[config.mk]
export PLATFORM = sky130hd
export DESIGN_NAME = fft_128
export DESIGN_NICKNAME = d
export VERILOG_FILES = /design/src/rtl/fft_128_pkg.sv /design/src/rtl/fft_128_twiddle_rom.sv /design/src/rtl/fft_128.sv
export SDC_FILE = /design/constraint.sdc
export NUM_CORES = 2
export LEC_CHECK = 0
export ABC_AREA = 1
export ABC_CLOCK_PERIOD_IN_PS = 12100
export CORE_MARGIN = 1
export CORE_UTILIZATION = 40
export DETAILED_ROUTE_END_ITERATION = 12
export PLACE_DENSITY = 0.56
export SYNTH_ARGS = -nofsm -noshare
export SYNTH_HDL_FRONTEND = slang
export SYNTH_HIERARCHICAL = 1
export SYNTH_SLANG_ARGS = --single-unit
[constraint.sdc]
create_clock -name clk -period 12.1 [get_ports clk]
set_input_delay 1.815 -clock clk [delete_from_list [all_inputs] [get_ports clk]]
set_output_delay 1.815 -clock clk [all_outputs]
set_load 0.03 [all_outputs]
[src/rtl/fft_128_pkg.sv]
// Shared definitions for the 128-point in-place FFT engine.
// Holds the transform dimensions, RAM word layout, FSM state encoding,
// butterfly address/twiddle helpers, the quarter-wave sine table and
// the halve-and-saturate helper used by the butterfly datapath.
package fft_128_pkg;

    localparam int N          = 128;
    localparam int LOG2N      = 7;
    localparam int DW         = 13;
    localparam int WORD_W     = 2 * DW;
    localparam int RE_LSB     = 0;
    localparam int IM_LSB     = DW;
    localparam int FRAC       = 12;
    localparam int SAMPLE_MAX = 4095;
    localparam int SAMPLE_MIN = -4096;

    typedef logic [LOG2N-1:0]       addr_t;
    typedef logic [LOG2N-2:0]       bfly_t;
    typedef logic [2:0]             stage_t;
    typedef logic [WORD_W-1:0]      word_t;
    typedef logic signed [DW-1:0]   sample_t;
    typedef logic signed [DW:0]     half_t;
    typedef logic signed [DW+1:0]   sum_t;
    typedef logic signed [2*DW:0]   prod_t;

    typedef enum logic [2:0] {
        S_IDLE,
        S_RD,
        S_WT,
        S_CALC,
        S_WR
    } state_t;

    localparam stage_t LAST_STAGE = stage_t'(LOG2N - 1);
    localparam bfly_t  LAST_BFLY  = bfly_t'(N / 2 - 1);

    // Top address of a butterfly: the bits of j above the span are moved
    // up by one to leave room for the top/bottom selector bit.
    function automatic addr_t top_addr(input stage_t stage, input bfly_t bfly);
        addr_t j;
        addr_t mask;
        j    = {1'b0, bfly};
        mask = (addr_t'(1) << stage) - addr_t'(1);
        return ((j & ~mask) << 1) | (j & mask);
    endfunction

    function automatic addr_t bot_addr(input stage_t stage, input bfly_t bfly);
        return top_addr(stage, bfly) | (addr_t'(1) << stage);
    endfunction

    // Twiddle index k = (j mod 2^s) << (6-s); at stage 6 the mask wraps to all ones.
    function automatic bfly_t twiddle_index(input stage_t stage, input bfly_t bfly);
        bfly_t mask;
        mask = (bfly_t'(1) << stage) - bfly_t'(1);
        return (bfly & mask) << (LAST_STAGE - stage);
    endfunction

    // round(4096 * sin(pi*i/64)) for i = 0..32; entry 32 is exactly 4096.
    function automatic logic [DW-1:0] quarter_sin(input logic [5:0] i);
        case (i)
            6'd0:  return 13'd0;
            6'd1:  return 13'd201;
            6'd2:  return 13'd401;
            6'd3:  return 13'd601;
            6'd4:  return 13'd799;
            6'd5:  return 13'd995;
            6'd6:  return 13'd1189;
            6'd7:  return 13'd1380;
            6'd8:  return 13'd1567;
            6'd9:  return 13'd1751;
            6'd10: return 13'd1931;
            6'd11: return 13'd2106;
            6'd12: return 13'd2276;
            6'd13: return 13'd2440;
            6'd14: return 13'd2598;
            6'd15: return 13'd2751;
            6'd16: return 13'd2896;
            6'd17: return 13'd3035;
            6'd18: return 13'd3166;
            6'd19: return 13'd3290;
            6'd20: return 13'd3406;
            6'd21: return 13'd3513;
            6'd22: return 13'd3612;
            6'd23: return 13'd3703;
            6'd24: return 13'd3784;
            6'd25: return 13'd3857;
            6'd26: return 13'd3920;
            6'd27: return 13'd3973;
            6'd28: return 13'd4017;
            6'd29: return 13'd4052;
            6'd30: return 13'd4076;
            6'd31: return 13'd4091;
            6'd32: return 13'd4096;
            default: return 13'd0;
        endcase
    endfunction

    // Halve a 15-bit butterfly sum (truncating) and clamp into Q1.12.
    function automatic sample_t half_sat(input sum_t s);
        half_t h;
        h = half_t'(s >>> 1);
        if (h > half_t'(SAMPLE_MAX)) begin
            return sample_t'(SAMPLE_MAX);
        end else if (h < half_t'(SAMPLE_MIN)) begin
            return sample_t'(SAMPLE_MIN);
        end else begin
            return sample_t'(h);
        end
    endfunction

endpackage

[src/rtl/fft_128_twiddle_rom.sv]
// Combinational twiddle ROM for the 128-point FFT.
// Ports: idx (6-bit twiddle index k), cos_w = cos(2*pi*k/128) and
// nsin_w = -sin(2*pi*k/128), both signed Q1.12. Built from a
// quarter-wave table; +1.0 is clipped to 0x0FFF, -1.0 is exact (0x1000).
module fft_128_twiddle_rom
    import fft_128_pkg::*;
(
    input  logic [5:0] idx,
    output sample_t    cos_w,
    output sample_t    nsin_w
);

    logic [DW-1:0] cos_mag;
    logic [DW-1:0] sin_mag;

    // First quadrant plus k=32 use the table directly; k>32 mirrors
    // around pi/2, where cosine turns negative.
    always_comb begin
        cos_mag = '0;
        sin_mag = '0;
        cos_w   = '0;
        nsin_w  = '0;
        if (idx <= 6'd32) begin
            cos_mag = quarter_sin(6'd32 - idx);
            sin_mag = quarter_sin(idx);
            cos_w   = (cos_mag == 13'd4096) ? sample_t'(SAMPLE_MAX) : sample_t'(cos_mag);
            nsin_w  = sample_t'(13'd0 - sin_mag);
        end else begin
            cos_mag = quarter_sin(idx - 6'd32);
            sin_mag = quarter_sin(6'd0 - idx);
            cos_w   = sample_t'(13'd0 - cos_mag);
            nsin_w  = sample_t'(13'd0 - sin_mag);
        end
    end

endmodule

[src/rtl/fft_128.sv]
// 128-point radix-2 DIT forward FFT, in place on an external dual-port RAM.
// Ports: clk, rst (async active-low), start (one-cycle request), busy,
// ram_we_a/b, ram_addr_a/b, ram_din_a/b (outputs to the RAM),
// ram_dout_a/b (RAM read data, one-cycle latency). Words are
// {imag, real} Q1.12; input is bit-reversed, output natural order,
// each stage scaled by 1/2. Each butterfly takes RD, WT, CALC, WR.
module fft_128
    import fft_128_pkg::*;
(
    input  logic        clk,
    input  logic        rst,
    input  logic        start,
    output logic        busy,
    output logic        ram_we_a,
    output logic        ram_we_b,
    output addr_t       ram_addr_a,
    output addr_t       ram_addr_b,
    output word_t       ram_din_a,
    output word_t       ram_din_b,
    input  word_t       ram_dout_a,
    input  word_t       ram_dout_b
);

    state_t  state;
    stage_t  stage;
    bfly_t   bfly;
    sample_t a_re, a_im, b_re, b_im;
    sample_t tw_re, tw_im;
    prod_t   prod_re, prod_im;
    sum_t    t_re, t_im;
    sample_t ap_re, ap_im, bp_re, bp_im;

    fft_128_twiddle_rom u_rom (
        .idx    (twiddle_index(stage, bfly)),
        .cos_w  (tw_re),
        .nsin_w (tw_im)
    );

    // Butterfly arithmetic on the registered operands; result is captured
    // into the write-data registers on the CALC -> WR edge.
    always_comb begin
        prod_re = prod_t'(b_re) * prod_t'(tw_re) - prod_t'(b_im) * prod_t'(tw_im);
        prod_im = prod_t'(b_re) * prod_t'(tw_im) + prod_t'(b_im) * prod_t'(tw_re);
        t_re    = sum_t'(prod_re >>> FRAC);
        t_im    = sum_t'(prod_im >>> FRAC);
        ap_re   = half_sat(sum_t'(a_re) + t_re);
        ap_im   = half_sat(sum_t'(a_im) + t_im);
        bp_re   = half_sat(sum_t'(a_re) - t_re);
        bp_im   = half_sat(sum_t'(a_im) - t_im);
    end

    // Sequencer: addresses are loaded on entry to RD and held for the whole
    // butterfly, so WR writes back to the same pair it read.
    always_ff @(posedge clk or negedge rst) begin
        if (!rst) begin
            state      <= S_IDLE;
            busy       <= 1'b0;
            stage      <= '0;
            bfly       <= '0;
            ram_we_a   <= 1'b0;
            ram_we_b   <= 1'b0;
            ram_addr_a <= '0;
            ram_addr_b <= '0;
            ram_din_a  <= '0;
            ram_din_b  <= '0;
            a_re       <= '0;
            a_im       <= '0;
            b_re       <= '0;
            b_im       <= '0;
        end else begin
            case (state)
                S_IDLE: begin
                    if (start) begin
                        state      <= S_RD;
                        busy       <= 1'b1;
                        stage      <= '0;
                        bfly       <= '0;
                        ram_addr_a <= top_addr('0, '0);
                        ram_addr_b <= bot_addr('0, '0);
                    end
                end
                S_RD: begin
                    state <= S_WT;
                end
                S_WT: begin
                    state <= S_CALC;
                    a_re  <= ram_dout_a[RE_LSB +: DW];
                    a_im  <= ram_dout_a[IM_LSB +: DW];
                    b_re  <= ram_dout_b[RE_LSB +: DW];
                    b_im  <= ram_dout_b[IM_LSB +: DW];
                end
                S_CALC: begin
                    state     <= S_WR;
                    ram_we_a  <= 1'b1;
                    ram_we_b  <= 1'b1;
                    ram_din_a <= {ap_im, ap_re};
                    ram_din_b <= {bp_im, bp_re};
                end
                S_WR: begin
                    ram_we_a <= 1'b0;
                    ram_we_b <= 1'b0;
                    if (bfly == LAST_BFLY && stage == LAST_STAGE) begin
                        state      <= S_IDLE;
                        busy       <= 1'b0;
                        stage      <= '0;
                        bfly       <= '0;
                        ram_addr_a <= '0;
                        ram_addr_b <= '0;
                        ram_din_a  <= '0;
                        ram_din_b  <= '0;
                    end else if (bfly == LAST_BFLY) begin
                        state      <= S_RD;
                        stage      <= stage + 3'd1;
                        bfly       <= '0;
                        ram_addr_a <= top_addr(stage + 3'd1, '0);
                        ram_addr_b <= bot_addr(stage + 3'd1, '0);
                    end else begin
                        state      <= S_RD;
                        bfly       <= bfly + 6'd1;
                        ram_addr_a <= top_addr(stage, bfly + 6'd1);
                        ram_addr_b <= bot_addr(stage, bfly + 6'd1);
                    end
                end
                default: begin
                    state <= S_IDLE;
                    busy  <= 1'b0;
                end
            endcase
        end
    end

endmodule

==> summary.txt <==
Setup path
  • Crit. End Element: flip-flop
  • Cell family with most CP delay: adder cells
  • Crit path depth: 72
  • CP most frequent cell: nand2_1
  • Slowest library cell on the worst path: fa_1
  • WS Path Type: reg -> reg
  • WP data required: 12.53 ns
  • Number of buffers and inverters on the critical path: 17
  • Critical path peak fanout: 9
  • Reg2reg path depth: 72
  • Crit path DAT: 11.91 ns
  • Worst setup SP type: flip-flop
  • Max stage delay on crit path: 0.54 ns

Drt
  • Routed wire length per instance: 18.56 um
  • Number of DRC violations after detailed-routing iteration 0: 2224
  • DRC viols: 2
  • DRT Pass-1 Iters: 12
  • Routed vias/inst: 4.883
  • Post-route antenna net violation count: 0
  • WL final: 121900 um
  • Vias: 32060

Placed design
  • # port buffers: 123
  • Gpl congestion: 0.9190
  • Dpl cells: 6501
  • Post-DP HPWL: 98500 um

Floorplan
  • Site Rows: 114
  • Initial Util: 40.51%
  • Core region area: 97140 um2
  • Die ar.: 99630 um2
  • IO Pins: 124
  • Die Wd: 315.6 um
  • Die H: 315.6 um

Global route
  • Vias in the first global route: 33720
  • Gr usage total: 25.25%
  • Initial antenna violation count: 0
  • Total gr overflow: 0
  • Largest net degree at the start of global routing: 72
  • First-pass GRT wire length: 190800 um

Logic synthesis
  • Top post-synthesis cells by count: inv_1, nand2_1, fa_1, ha_1, nand3_1
  • Yosys warns: 6
  • Share of the synthesized area in the top cell type: 39.33%
  • Leading area contributor after synthesis: fa_1
  • Post-synth EDFFs: 0
  • Top_reg_cell synth: dfrtp_1
  • Synth Net Count: 6236
  • Synth Cell Area: 39350 um2
  • Post-Synthesis Cells: 5090
  • Yosys cell types: 57
  • Synth top area cells: fa_1, inv_1, nand2_1, ha_1, dfrtp_1
  • Ys async rst share: 100.0%
  • Most common cell in the netlist: inv_1
  • Sequential area share after synthesis: 8.395%
  • Synth Area per Inst: 7.730 um2
  • Synthesis-stage register bit count: 132

Clocking
  • Later-pin clock latency in the skew report: 0.51 ns
  • H-tree depth: 4
  • Clock tree sinks: 132
  • CTS tree: done
  • Clk buf depth: 2
  • TritonCTS Buffers: 17
  • Root Driver: clkbuf_16
  • Post-CTS Hold Buffers: 0
  • Clock transition at path regs: 0.07 ns

Status
  • Status: finished with violations
  • Failing checks: DRC

Timing
  • Hold slack final: 0.4820 ns
  • Max-slew violations: 0
  • Relative slew slack: 38.01%
  • Final setup TNS: 0 ns
  • Clk_skew: 0.02977 ns
  • Tmin final: 11.48 ns
  • Tcrit/Tclk final: 94.92%
  • Final hold violations: 0
  • F_max: 87.07 MHz
  • Endpoints failing setup: 0
  • Worst-margin pin slew: 0.9299 ns

Layout
  • Area grow syn2layout: 14.37%
  • FF/Latch Area: 3304 um2
  • Fillers: 9777
  • Fraction of layout cells with a size suffix above 1: 10.42%
  • Non-filler cells, final: 6565
  • Multi-input gate area: 30530 um2
  • NumNets Final: 6421

Job
  • MaxCap Viol Count: 0

Min path
  • Type of the most critical hold path: reg -> reg
  • Hold Path Depth: 2
[cells by family (layout without fill, tap and decap cells)]
| family | after synthesis | count (layout) | share of synthesized area [%] |
|---|---|---|---|
| buffers and inverters | 1656 | 1854 | 16.01 |
| AO/OA/AOI/OAI | 284 | 284 | 4.089 |
| multiplexers | 44 | 44 | 1.259 |
| adder cells (fa/ha/maj) | 1091 | 1091 | 49.44 |
| other | 0 | 1 | 0 |
| flip-flops | 132 | 132 | 8.395 |
| AND/OR/NAND/NOR | 1786 | 1786 | 18.65 |
| XOR/XNOR | 97 | 97 | 2.159 |
[timing repair]
| item | CTS | global route |
|---|---|---|
| setup buffers | 0 | 26 |
| gates cloned | 0 | 5 |
| gates resized for setup | 5 | 207 |
| endpoints found under the setup margin | 13 | 52 |
| pin swaps | 0 | 49 |
[flip-flops by register name (all words and copies together) (netlist names)]
name / cells
a_im: 13
a_re: 13
b_im: 13
b_re: 13
bfly: 6
busy: 1
ram_addr_a: 7
ram_addr_b: 7
ram_din_a: 26
ram_din_b: 26
ram_we_b: 1
stage: 3
state: 3
[worst paths after layout]
check | to | slack, ns | startpoint
max | ram_din_a[14]$_DFFE_PN0P_ | 0.62 | stage[1]$_DFFE_PN0P_
min | ram_din_b[7]$_DFFE_PN0P_ | 0.48 | ram_din_b[7]$_DFFE_PN0P_
max reg2reg | ram_din_a[14]$_DFFE_PN0P_ | 0.62 | stage[1]$_DFFE_PN0P_
min reg2reg | ram_din_b[7]$_DFFE_PN0P_ | 0.48 | ram_din_b[7]$_DFFE_PN0P_
max in group asynchronous | b_re[5]$_DFFE_PN0P_ | 9.31 | rst
min in group asynchronous | a_re[7]$_DFFE_PN0P_ | 1.41 | rst
[cell usage in the layout, fill, tap and decap left out, types with 50 or more instances in the layout]
master	count
inv_1	1421
nand2_2	50
nand2_1	1267
clkdlybuf4s50_1	122
dfrtp_1	131
fa_1	768
o21ai_0	72
ha_1	302
a21oi_1	104
xor2_1	69
nand3_1	188
nor2_1	147
buf_4	216
[worst min-delay path, delay by kind of cell, from the launching register on]
kind	cells	cell delay, ns
flip-flops	1	0.34
AND/OR/NAND/NOR	2	0.10
[metrics by stage]
step | setup slack [ns] | area (um2) | util, %
floorplan | 0.04103 | 39350 | -
global placement | 0.09137 | 43240 | 44.52
detailed placement | -0.02345 | 43240 | 44.52
CTS | 0.006265 | 43870 | 45.17
global route | -0.06856 | 45000 | 46.33
finish | 0.6151 | 45000 | 46.33
[final cells by class]
type | count | area share [%]
Antenna cell | 1 | 0.005561
Inverter | 1448 | 12.12
Clock inverter | 15 | 0.4087
Sequential cell | 132 | 7.343
Timing Repair Buffer | 374 | 7.777
Multi-Input combinational cell | 3302 | 67.85
Tap cell | 1276 | 3.548
Clock buffer | 17 | 0.9453
[layer usage]
| layer | wire length, um | vias to the layer above | GRT usage [%] |
|---|---|---|---|
| li1 | - | 15040 | - |
| met1 | 52680 | 16020 | 33.10 |
| met2 | 59420 | 797 | 43.69 |
| met3 | 5359 | 202 | 2.729 |
| met4 | 4414 | 0 | 7.883 |
| met5 | 0 | - | 0 |
Power is not shown: default switching activity piles up to over one toggle a cycle in this logic, so the estimate is an artifact.
